$ cat config.mk
export PLATFORM = sky130hd
export DESIGN_NAME = alu_writeback_flat
export DESIGN_NICKNAME = d
export VERILOG_FILES = /design/src/rtl/alu_wb_if.sv /design/src/rtl/alu_writeback.sv /design/src/flat_wrapper.sv
export SDC_FILE = /design/constraint.sdc
export NUM_CORES = 1
export LEC_CHECK = 0
export CORE_MARGIN = 3
export CORE_UTILIZATION = 50
export CTS_CLUSTER_SIZE = 20
export DETAILED_ROUTE_END_ITERATION = 10
export GPL_TIMING_DRIVEN = 1
export HOLD_SLACK_MARGIN = 0.08
export PLACE_DENSITY = 0.81
export REMOVE_ABC_BUFFERS = 1
export SLEW_MARGIN = 20
export SYNTH_ARGS = -nofsm -noshare
export SYNTH_HDL_FRONTEND = slang
export SYNTH_SLANG_ARGS = --single-unit
$ cat constraint.sdc
create_clock -name clk -period 4.4 [get_ports clk]
set_clock_uncertainty 0.05 [all_clocks]
set_input_delay 1.32 -clock clk [delete_from_list [all_inputs] [get_ports clk]]
set_output_delay 1.32 -clock clk [all_outputs]
set_load 0.05 [all_outputs]
$ cat src/rtl/alu_wb_if.sv
// Handshake and data bundle between the ALU, the writeback stage and the register file.
interface alu_wb_if #(parameter int DST_W = 3);
  logic             in_valid;
  logic             in_ready;
  logic [7:0]       in_result;
  logic [7:0]       in_flags;
  logic [DST_W-1:0] in_dst;
  logic             in_wr_flags;
  logic             flush;
  logic             out_valid;
  logic             out_ready;
  logic [7:0]       out_result;
  logic [DST_W-1:0] out_dst;
  logic [7:0]       flags_q;
  logic [7:0]       commit_cnt;

  modport master (
    output in_valid, in_result, in_flags, in_dst, in_wr_flags, flush, out_ready,
    input  in_ready, out_valid, out_result, out_dst, flags_q, commit_cnt
  );

  modport slave (
    input  in_valid, in_result, in_flags, in_dst, in_wr_flags, flush, out_ready,
    output in_ready, out_valid, out_result, out_dst, flags_q, commit_cnt
  );
endinterface

$ cat src/rtl/alu_writeback.sv
// Two-entry in-order writeback buffer with architectural flags register and commit counter.
// Optional macro ALU_WB_STICKY_OV_EN makes flags_q[5] a sticky overflow bit.
//
// state | meaning
// EMPTY | no buffered entries
// ONE   | head valid, tail free
// FULL  | head and tail valid, upstream stalled
module alu_writeback #(parameter int DST_W = 3) (
  input  logic   clk,
  input  logic   rst,
  alu_wb_if.slave bus
);
  typedef enum logic [1:0] {EMPTY = 2'd0, ONE = 2'd1, FULL = 2'd2} occ_t;

  occ_t             occ;
  logic [7:0]       head_result, tail_result;
  logic [DST_W-1:0] head_dst, tail_dst;
  logic [4:0]       head_flags, tail_flags;
  logic             head_wr, tail_wr;
  logic [7:0]       flags_r;
  logic [7:0]       cnt_r;
  logic             push, pop;
  logic             unused_flags_hi;

  // Upper flag bits are architecturally zero from the ALU.
  assign unused_flags_hi = ^bus.in_flags[7:5];

  assign bus.in_ready   = (occ != FULL);
  assign bus.out_valid  = (occ != EMPTY);
  assign bus.out_result = head_result;
  assign bus.out_dst    = head_dst;
  assign bus.flags_q    = flags_r;
  assign bus.commit_cnt = cnt_r;

  // A flush cancels both the push and the commit of the same cycle.
  assign push = bus.in_valid && bus.in_ready && !bus.flush;
  assign pop  = bus.out_valid && bus.out_ready && !bus.flush;

  always_ff @(posedge clk) begin
    if (rst) begin
      occ         <= EMPTY;
      head_result <= '0;
      head_dst    <= '0;
      head_flags  <= '0;
      head_wr     <= 1'b0;
      tail_result <= '0;
      tail_dst    <= '0;
      tail_flags  <= '0;
      tail_wr     <= 1'b0;
      flags_r     <= '0;
      cnt_r       <= '0;
    end else begin
      if (bus.flush) begin
        occ <= EMPTY;
      end else begin
        case (occ)
          EMPTY: if (push) begin
            occ         <= ONE;
            head_result <= bus.in_result;
            head_dst    <= bus.in_dst;
            head_flags  <= bus.in_flags[4:0];
            head_wr     <= bus.in_wr_flags;
          end
          ONE: if (push && pop) begin
            head_result <= bus.in_result;
            head_dst    <= bus.in_dst;
            head_flags  <= bus.in_flags[4:0];
            head_wr     <= bus.in_wr_flags;
          end else if (push) begin
            occ         <= FULL;
            tail_result <= bus.in_result;
            tail_dst    <= bus.in_dst;
            tail_flags  <= bus.in_flags[4:0];
            tail_wr     <= bus.in_wr_flags;
          end else if (pop) begin
            occ <= EMPTY;
          end
          FULL: if (pop) begin
            occ         <= ONE;
            head_result <= tail_result;
            head_dst    <= tail_dst;
            head_flags  <= tail_flags;
            head_wr     <= tail_wr;
          end
          default: occ <= EMPTY;
        endcase
      end

      if (pop) begin
        cnt_r <= cnt_r + 8'd1;
        if (head_wr) begin
`ifdef ALU_WB_STICKY_OV_EN
          flags_r <= {2'b00, flags_r[5] | head_flags[2], head_flags};
`else
          flags_r <= {3'b000, head_flags};
`endif
        end
      end
    end
  end
endmodule

$ cat src/flat_wrapper.sv
// flat-port wrapper written by rule: the top's interface ports become plain ports
module alu_writeback_flat 
#(parameter int DST_W = 3)
  (clk, rst, bus_in_valid, bus_in_result, bus_in_flags, bus_in_dst, bus_in_wr_flags, bus_flush, bus_out_ready, bus_in_ready, bus_out_valid, bus_out_result, bus_out_dst, bus_flags_q, bus_commit_cnt);
  alu_wb_if #(.DST_W(DST_W)) bus_i ();
  input  logic clk;
  input  logic rst;
  input wire logic [$bits(bus_i.in_valid)-1:0] bus_in_valid;
  input wire logic [$bits(bus_i.in_result)-1:0] bus_in_result;
  input wire logic [$bits(bus_i.in_flags)-1:0] bus_in_flags;
  input wire logic [$bits(bus_i.in_dst)-1:0] bus_in_dst;
  input wire logic [$bits(bus_i.in_wr_flags)-1:0] bus_in_wr_flags;
  input wire logic [$bits(bus_i.flush)-1:0] bus_flush;
  input wire logic [$bits(bus_i.out_ready)-1:0] bus_out_ready;
  output wire logic [$bits(bus_i.in_ready)-1:0] bus_in_ready;
  output wire logic [$bits(bus_i.out_valid)-1:0] bus_out_valid;
  output wire logic [$bits(bus_i.out_result)-1:0] bus_out_result;
  output wire logic [$bits(bus_i.out_dst)-1:0] bus_out_dst;
  output wire logic [$bits(bus_i.flags_q)-1:0] bus_flags_q;
  output wire logic [$bits(bus_i.commit_cnt)-1:0] bus_commit_cnt;
  assign bus_i.in_valid = bus_in_valid;
  assign bus_i.in_result = bus_in_result;
  assign bus_i.in_flags = bus_in_flags;
  assign bus_i.in_dst = bus_in_dst;
  assign bus_i.in_wr_flags = bus_in_wr_flags;
  assign bus_i.flush = bus_flush;
  assign bus_i.out_ready = bus_out_ready;
  assign bus_in_ready = bus_i.in_ready;
  assign bus_out_valid = bus_i.out_valid;
  assign bus_out_result = bus_i.out_result;
  assign bus_out_dst = bus_i.out_dst;
  assign bus_flags_q = bus_i.flags_q;
  assign bus_commit_cnt = bus_i.commit_cnt;
  alu_writeback #(.DST_W(DST_W)) u_core (.clk(clk), .rst(rst), .bus(bus_i));
endmodule
==> flow_summary.toml, run 1 <==
[finish]
n_antenna_cell = 0
layout-drive-gt1-share_pct = 7.72
ff_latch_area_um2 = 981
finalCoreUtilization_pct = 66.0
multiInputGateArea_mm2 = 0.00106
areaGrowthSynthToFinish_pct = 25.3
filler_cell_count = 347
nNetsFinal = 297

[floorplanning]
core_mm2 = 0.00409
floorplan.die.width_um = 71.6
die_y_um = 71.6
rows = 23
dieArea_mm2 = 0.00513
ioPinCount = 54
start_util_pct = 52.7

[logic_synthesis]
syn_area_mm2 = 0.00215
synth-seq-area-share_pct = 45.5
synth_ff_type = "dfxtp_1"
synth-edff-count = 0
ys_ff_latch = 49
yosys.area.top_type = "dfxtp_1"
ys_top_cells_by_area = "dfxtp_1 (46%), mux2i_1 (18%), nor2_1 (5.6%), or3_1 (4.9%), a21oi_1 (4.6%)"
synth_common_cells = "dfxtp_1 (49), mux2i_1 (39), nor2_1 (32)"
synth_warnings = 0
ys_async_sr_fraction_pct = 0
synth_most_common_cell = "dfxtp_1"
synth_cell_types = 31
syn_inst = 230
syn_avg_cell_area_um2 = 9.37
yosys.area.top_type_share_pct = 45.5

[timing]
worstMarginPinSlew_ps = 856
timing.final.crit_share_pct = 75.6
hold_violations = 0
maxSlewHeadroom_pct = 43.0
rsz0062_at_grt = "false"
fmax_ghz = 0.301
period_needed_ps = 3330
setup_violations = 0
setup-tns-final_ps = 0
slew_violations = 0

[setup_path]
crit_required_ps = 3030
cp-end-kind = "primary output"
arrival_ps = 1960
startpoint_type = "register"
path_class = "register to primary output"
crit_fanout = 7

[drt]
drtAntennaViolNets = 0
first_pass_iters = 4
routed_wl_mm = 4.33
drtIter0Drc = 64
wl_per_cell_um = 13.4
drc = 0
avgViaCountPerCell = 5.37
num_vias = 1730

[clock_network]
post_cts_buffers = 0
clock_path_buffers = 2
cts_tree = "done"
cts.sinks = 49
root_buffer = "clkbuf_8"
holdBufCountCts = 0
cts_made_buffers = 5
post_cts_resized = 0
cts.htree.levels = 2
worstSkewPairLatency_ps = 300
path_clk_slew_ps = 90

[placement]
globalplace.congestion = 0.792
portBuffers = 47
dpl.hpwl_mm = 2.92

[grt]
grt_first_pass_wirelength_mm = 7.23
grt_pass1_vias = 1678
grt_max_degree = 50
overflow = 0
grt_antenna_before_repair = 0
grt_usage_pct = 17.8

[power_and_ir_drop]
power_density_mw_per_mm2 = 307
peakVddDrop_uv = 237
p_leak_nw = 1.07

[flow_run]
maxCapViolations = 0

[status]
run_status = "completed"

[hold_path]
min-delay-path-class = "register to register"
==> sequential cells by signal (all words and copies together), names as in the netlist <==
register,cells
u_core.bus.out_result,8
u_core.tail_flags,5
u_core.head_flags,5
u_core.bus.flags_q,5
u_core.bus.commit_cnt,8
u_core.tail_wr,1
u_core.tail_dst,3
u_core.occ,2
u_core.bus.out_dst,3
u_core.tail_result,8
u_core.head_wr,1
==> per-layer routing <==
layer / global-route usage [%] / wire, um / part of all wire, % / up-vias
met5: 0 / 0 / 0 / -
met4: 6.26 / 61 / 1.4 / 0
met3: 7.99 / 344 / 8.0 / 6
met2: 31.4 / 2030 / 47 / 42
met1: 18.7 / 1900 / 44 / 810
li1: - / - / - / 872
==> placed cells by master (no fill, tap or decap) <==
| master | n |
|---|---|
| a21oi_1 | 20 |
| a21oi_2 | 1 |
| a31o_2 | 1 |
| and3b_2 | 1 |
| buf_2 | 1 |
| buf_4 | 4 |
| clkbuf_8 | 5 |
| clkdlybuf4s50_1 | 46 |
| clkinv_2 | 1 |
| clkinv_4 | 2 |
| conb_1 | 3 |
| dfxtp_1 | 49 |
| ha_1 | 1 |
| inv_1 | 2 |
| mux2i_1 | 39 |
| nand2_1 | 3 |
| nand2b_1 | 3 |
| nand3_1 | 4 |
| nand3_2 | 1 |
| nand4_1 | 1 |
| nor2_1 | 32 |
| nor2b_1 | 1 |
| nor2b_2 | 1 |
| nor3_1 | 4 |
| nor3b_2 | 1 |
| nor4_1 | 1 |
| nor4_2 | 1 |
| o21a_1 | 1 |
| o21ai_0 | 18 |
| o22a_2 | 1 |
| or3_1 | 17 |
| xnor2_1 | 5 |
| xor2_1 | 1 |
==> per-stage QoR <==
step | instances | cell area [um^2] | hold slack [ps] | total power, mW | setup slack, ps
2_1_floorplan | 213 | 2040 | 393 | 0.522 | 483
3_3_place_gp | 314 | 2610 | 407 | 0.571 | 1140
3_5_place_dp | 314 | 2610 | 414 | 0.573 | 1050
4_1_cts | 322 | 2700 | 427 | 0.837 | 1080
5_1_grt | 322 | 2700 | 445 | 0.863 | 933
6_report | 322 | 2700 | 425 | 0.828 | 1070
==> worst max-delay path, stage by stage (launching register included) <==
cell	delay, ps
dfxtp_1	370
nor2_1	390
inv_1	160
clkdlybuf4s50_1	740
==> final timing paths <==
path,from,to,slack [ps],cells past startpoint
worst min-delay path,u_core.bus.out_dst[0]$_SDFFE_PP0P_,u_core.bus.out_dst[0]$_SDFFE_PP0P_,430,2
worst min register to register,u_core.bus.out_dst[0]$_SDFFE_PP0P_,u_core.bus.out_dst[0]$_SDFFE_PP0P_,430,2
worst max register to register,u_core.occ[0]$_SDFFE_PP0P_,u_core.bus.out_result[2]$_SDFFE_PP0P_,2610,5
worst max-delay path,u_core.occ[1]$_SDFFE_PP0P_,bus_out_valid,1070,3
==> report_power, final <==
group,switching [mW],internal (mW)
clock network,0.152,0.113
registers,0.00520,0.453
logic,0.0626,0.0424
total,0.220,0.608
==> layout make-up <==
cell class	count	area share [%]
Tap cell	50	2.32
Multi-Input combinational cell	162	39.3
Sequential cell	49	36.3
Timing Repair Buffer	51	18.4
Clock inverter	3	0.834
Inverter	2	0.278
Clock buffer	5	2.55
==> cells by family after synthesis <==
group	count (synthesis)	share of synthesized area [%]
compound gates	42	10.5
xor+xnor	6	2.44
fa+ha+maj	1	0.581
buf+inv	21	5.81
flops	49	45.5
mux	39	18.1
other cells	1	0.174
simple gates	71	16.9
No activity file was read; power rests on OpenSTA's default activity.
==> run 2, diff against run 1 <==
- CORE_UTILIZATION: 50 -> 44
- PLACE_DENSITY: 0.81 -> 0.76
- clock period: 4.4 -> 3 ns (I/O delays scaled with it)
==> flow_summary.toml, run 2 (synthesis gave the netlist of run 1 again) <==
[status]
run_status = "completed"

[power_and_ir_drop]
p_leak_nw = 1.09
p_sw_mw = 0.305
power_frac_seq_pct = 56.1
pwr-share-comb_pct = 13.0
power.internal_mw = 0.890
peakVddDrop_uv = 234
switching_share_pct = 25.5
power_density_mw_per_mm2 = 436
power.share.clock_pct = 30.8

[setup_path]
crit_required_ps = 2050
r2r_start = "u_core.occ[0]$_SDFFE_PP0P_"
critPathLaunch = "u_core.occ[1]$_SDFFE_PP0P_"
r2r_end = "u_core.head_flags[1]$_SDFFE_PP0P_"
arrival_ps = 1810
path_class = "register to primary output"
r2r_cells = 5
startpoint_type = "register"
crit_fanout = 7
endpoint = "bus_out_valid"
r2r_slack_ps = 1350
cp-end-kind = "primary output"

[timing]
setup_violations = 0
worstMarginPinSlew_ps = 869
slew_violations = 0
hold_violations = 0
layout_setup_ws_ps = 242
timing.final.crit_share_pct = 91.9
fmax_ghz = 0.363
rsz0062_at_grt = "false"
period_needed_ps = 2760
maxSlewHeadroom_pct = 42.1

[hold_path]
hold_depth = 2
min-delay-path-class = "register to register"

[drt]
first_pass_iters = 4
wl_per_cell_um = 12.4
avgViaCountPerCell = 5.06
drc = 0
drtIter0Drc = 45
drtAntennaViolNets = 0
num_vias = 1720
routed_wl_mm = 4.21

[floorplanning]
start_util_pct = 47.5
dieArea_mm2 = 0.00577
floorplan.die.width_um = 76.0
die_y_um = 76.0
core_mm2 = 0.00453
rows = 24
ioPinCount = 54

[clock_network]
cts_tree = "done"
worstSkewPairLatency_ps = 300
holdBufCountCts = 0
clock_path_buffers = 2
cts.sinks = 49
cts.htree.levels = 2
path_clk_slew_ps = 80
cts_made_buffers = 5
root_buffer = "clkbuf_8"

[finish]
mostFrequentLayoutCells = "dfxtp_1 (49), clkdlybuf4s50_1 (45), mux2i_1 (39)"
n_antenna_cell = 0
mostFrequentLayoutCell = "dfxtp_1"
areaGrowthSynthToFinish_pct = 27.4
nNetsFinal = 300
fin_cells = 340
filler_cell_count = 408
layout-drive-gt1-share_pct = 9.09

[grt]
grt_pass1_vias = 1619
overflow = 0
grt_max_degree = 50
grt_usage_pct = 15.1
grt_first_pass_wirelength_mm = 7.29
grt_antenna_before_repair = 0

[placement]
pre_cts_ws_ps = 295
portBuffers = 47
globalplace.congestion = 0.807
dp.cells = 332
dpl.hpwl_mm = 2.91

[flow_run]
maxCapViolations = 0
[run 2: cell type report]
type	instances	area, um^2	area share [%]
clock buffers	6	72.6	2.64
flip-flops and latches	49	981	35.8
inverters	2	7.51	0.274
repair buffers	54	528	19.2
multi-input cells	162	1060	38.8
clock inverters	2	10.0	0.365
well taps	65	81.3	2.96
[run 2: what timing repair did]
item                                    4_1_cts  5_1_grt
resized for setup                             0        1
endpoints found under the setup margin        0        1
setup buffers                                 0        0
[run 2: worst min-delay path by stage]
stage,endpoint,startpoint,slack [ps]
2_1_floorplan,u_core.head_flags[0]$_SDFFE_PP0P_,u_core.head_flags[0]$_SDFFE_PP0P_,390
3_3_place_gp,u_core.bus.out_result[7]$_SDFFE_PP0P_,u_core.bus.out_result[7]$_SDFFE_PP0P_,410
3_5_place_dp,u_core.bus.out_result[7]$_SDFFE_PP0P_,u_core.bus.out_result[7]$_SDFFE_PP0P_,410
4_1_cts,u_core.bus.out_result[0]$_SDFFE_PP0P_,u_core.bus.out_result[0]$_SDFFE_PP0P_,430
5_1_grt,u_core.bus.out_result[2]$_SDFFE_PP0P_,u_core.bus.out_result[2]$_SDFFE_PP0P_,450
6_report,u_core.bus.out_result[0]$_SDFFE_PP0P_,u_core.bus.out_result[0]$_SDFFE_PP0P_,420
[run 2: power groups by stage]
stage / registers, mW / logic (mW) / clock network (mW)
3_3_place_gp: 0.686 / 0.155 / 0
5_1_grt: 0.673 / 0.169 / 0.404
6_report: 0.671 / 0.156 / 0.368
3_5_place_dp: 0.686 / 0.156 / 0
4_1_cts: 0.671 / 0.157 / 0.386
2_1_floorplan: 0.712 / 0.0536 / 0
[run 2: layer usage]
| layer | share of wire, % | GRT usage [%] |
|---|---|---|
| met1 | 47 | 18.3 |
| met2 | 45 | 24.7 |
| met3 | 7.1 | 5.91 |
| met4 | 1.4 | 5.07 |
| met5 | 0 | 0 |
[run 2: through the flow]
step | hold slack (ps) | TNS, ps | util, % | power, mW | cell area (um^2)
floorplan | 393 | -8850 | - | 0.765 | 2040
CTS | 426 | 0 | 60.5 | 1.21 | 2740
detailed placement | 414 | 0 | 58.6 | 0.843 | 2660
global route | 446 | 0 | 60.5 | 1.25 | 2740
finish | 423 | 0 | 60.5 | 1.20 | 2740
global placement | 410 | 0 | 58.6 | 0.841 | 2660
[run 2: critical path, cell delays in order (launching register included)]
cell             delay, ps
dfxtp_1                370
nor2_2                 280
inv_1                  140
clkdlybuf4s50_1        720
==> run 3, diff against run 2 <==
- CTS_BUF_LIST: not set -> sky130_fd_sc_hd__clkbuf_16
==> flow_summary.toml, run 3 (synthesis gave the netlist of run 1 again) <==
[placement]
portBuffers = 47
globalplace.congestion = 0.807
dpl.hpwl_mm = 2.91
dp.cells = 332

[power_and_ir_drop]
peakVddDrop_uv = 346
p_leak_nw = 1.12
power_density_mw_per_mm2 = 483

[floorplanning]
dieArea_mm2 = 0.00577
start_util_pct = 47.5
die_y_um = 76.0
ioPinCount = 54
floorplan.die.width_um = 76.0
rows = 24
core_mm2 = 0.00453

[timing]
rsz0062_at_grt = "false"
fmax_ghz = 0.346
timing.final.crit_share_pct = 96.4
worstMarginPinSlew_ps = 866
hold_violations = 0
maxSlewHeadroom_pct = 42.3
setup_violations = 0
setup-tns-final_ps = 0
period_needed_ps = 2890
slew_violations = 0

[setup_path]
path_class = "register to primary output"
r2r_end = "u_core.head_wr$_SDFFE_PP0P_"
crit_chain = "nor2_1 > inv_1 > clkdlybuf4s50_1"
cp-end-kind = "primary output"
r2r_slack_ps = 1350
arrival_ps = 1940
crit_fanout = 7
cp_slowest_stage_delay_ps = 730
critPathLaunch = "u_core.occ[1]$_SDFFE_PP0P_"
r2r_start = "u_core.occ[0]$_SDFFE_PP0P_"
r2r_cells = 5
crit_required_ps = 2050
crit_slowest_cell = "clkdlybuf4s50_1"
startpoint_type = "register"

[drt]
drtIter0Drc = 33
wl_per_cell_um = 12.6
drt-met1-wl_mm = 2.00
first_pass_iters = 4
drc = 0
avgViaCountPerCell = 5.11
wl_met3_um = 297
routed_wl_mm = 4.27
highest_layer = "met4"
num_vias = 1737
wl_met2_mm = 1.94
drtAntennaViolNets = 0

[clock_network]
post_cts_buffers = 0
path_clk_slew_ps = 60
cts_made_buffers = 5
worstSkewPairLatency_ps = 280
clock_path_buffers = 2
cts.sinks = 49
cts_tree = "done"
cts.htree.levels = 2
root_buffer = "clkbuf_16"
holdBufCountCts = 0
post_cts_resized = 0

[flow_run]
maxCapViolations = 0

[finish]
mostFrequentLayoutCell = "dfxtp_1"
n_antenna_cell = 0
mostFrequentLayoutCells = "dfxtp_1 (49), clkdlybuf4s50_1 (45), mux2i_1 (39)"
ff_latch_area_um2 = 981
multiInputGateArea_mm2 = 0.00106
filler_cell_count = 401
fin_cells = 340
areaGrowthSynthToFinish_pct = 29.8
layout-drive-gt1-share_pct = 8.73
nNetsFinal = 300

[hold_path]
min-delay-path-class = "register to register"
worstHoldEndpoint = "u_core.bus.out_result[7]$_SDFFE_PP0P_"
min_from = "u_core.bus.out_result[7]$_SDFFE_PP0P_"
hold_depth = 2

[status]
run_status = "completed"

[grt]
overflow = 0
grt_first_pass_wirelength_mm = 7.37
grt_usage_pct = 15.2
grt_pass1_vias = 1627
grt_antenna_before_repair = 0
grt_max_degree = 50
run 3: cell count changes in the layout (fill, tap and decap cells not counted):
cell       before  now
clkbuf_1        1    0
clkbuf_16       0    5
clkbuf_8        5    0
inv_1           2    3
nor2_1         31   32
nor2_2          1    0
run 3: layer usage:
layer	vias up	global-route usage (%)
li1	882	-
met4	0	3.99
met3	7	5.91
met2	46	24.9
met5	-	0
met1	802	18.7
run 3: stage by stage:
stage / instance area (um^2) / hold slack [ps] / utilization (%) / power, mW / setup slack, ps
global route: 2800 / 442 / 61.7 / 1.40 / 4.71
global placement: 2660 / 410 / 58.6 / 0.841 / 372
CTS: 2800 / 422 / 61.7 / 1.37 / 112
detailed placement: 2660 / 414 / 58.6 / 0.843 / 295
floorplan: 2040 / 393 / - / 0.765 / -497
finish: 2800 / 421 / 61.7 / 1.35 / 107
run 3: power breakdown:
part | total [mW] | switching, mW | internal, mW
combinational | 0.156 | 0.0919 | 0.0645
clock | 0.522 | 0.220 | 0.302
sequential | 0.672 | 0.00722 | 0.665
total | 1.35 | 0.319 | 1.03
run 3: area by class of cell:
class / instances / area share [%]
clock buffers: 5 / 4.47
inverters: 2 / 0.268
well taps: 65 / 2.91
multi-input cells: 162 / 37.9
flip-flops and latches: 49 / 35.1
clock inverters: 3 / 0.492
repair buffers: 54 / 18.9
run 3: how the worst max path moves through the flow:
stage | endpoint | cells past startpoint
3_3_place_gp | u_core.tail_flags[0]$_SDFFE_PP0P_ | 6
5_1_grt | bus_out_valid | 3
6_report | bus_out_valid | 3
3_5_place_dp | u_core.tail_result[1]$_SDFFE_PP0P_ | 6
4_1_cts | bus_out_valid | 3
2_1_floorplan | u_core.tail_dst[0]$_SDFFE_PP0P_ | 4
run 3: critical path, delay by kind of cell, from the launching register on:
family | cells | cell delay [ps]
simple gates | 1 | 400
buf+inv | 2 | 900
flops | 1 | 360
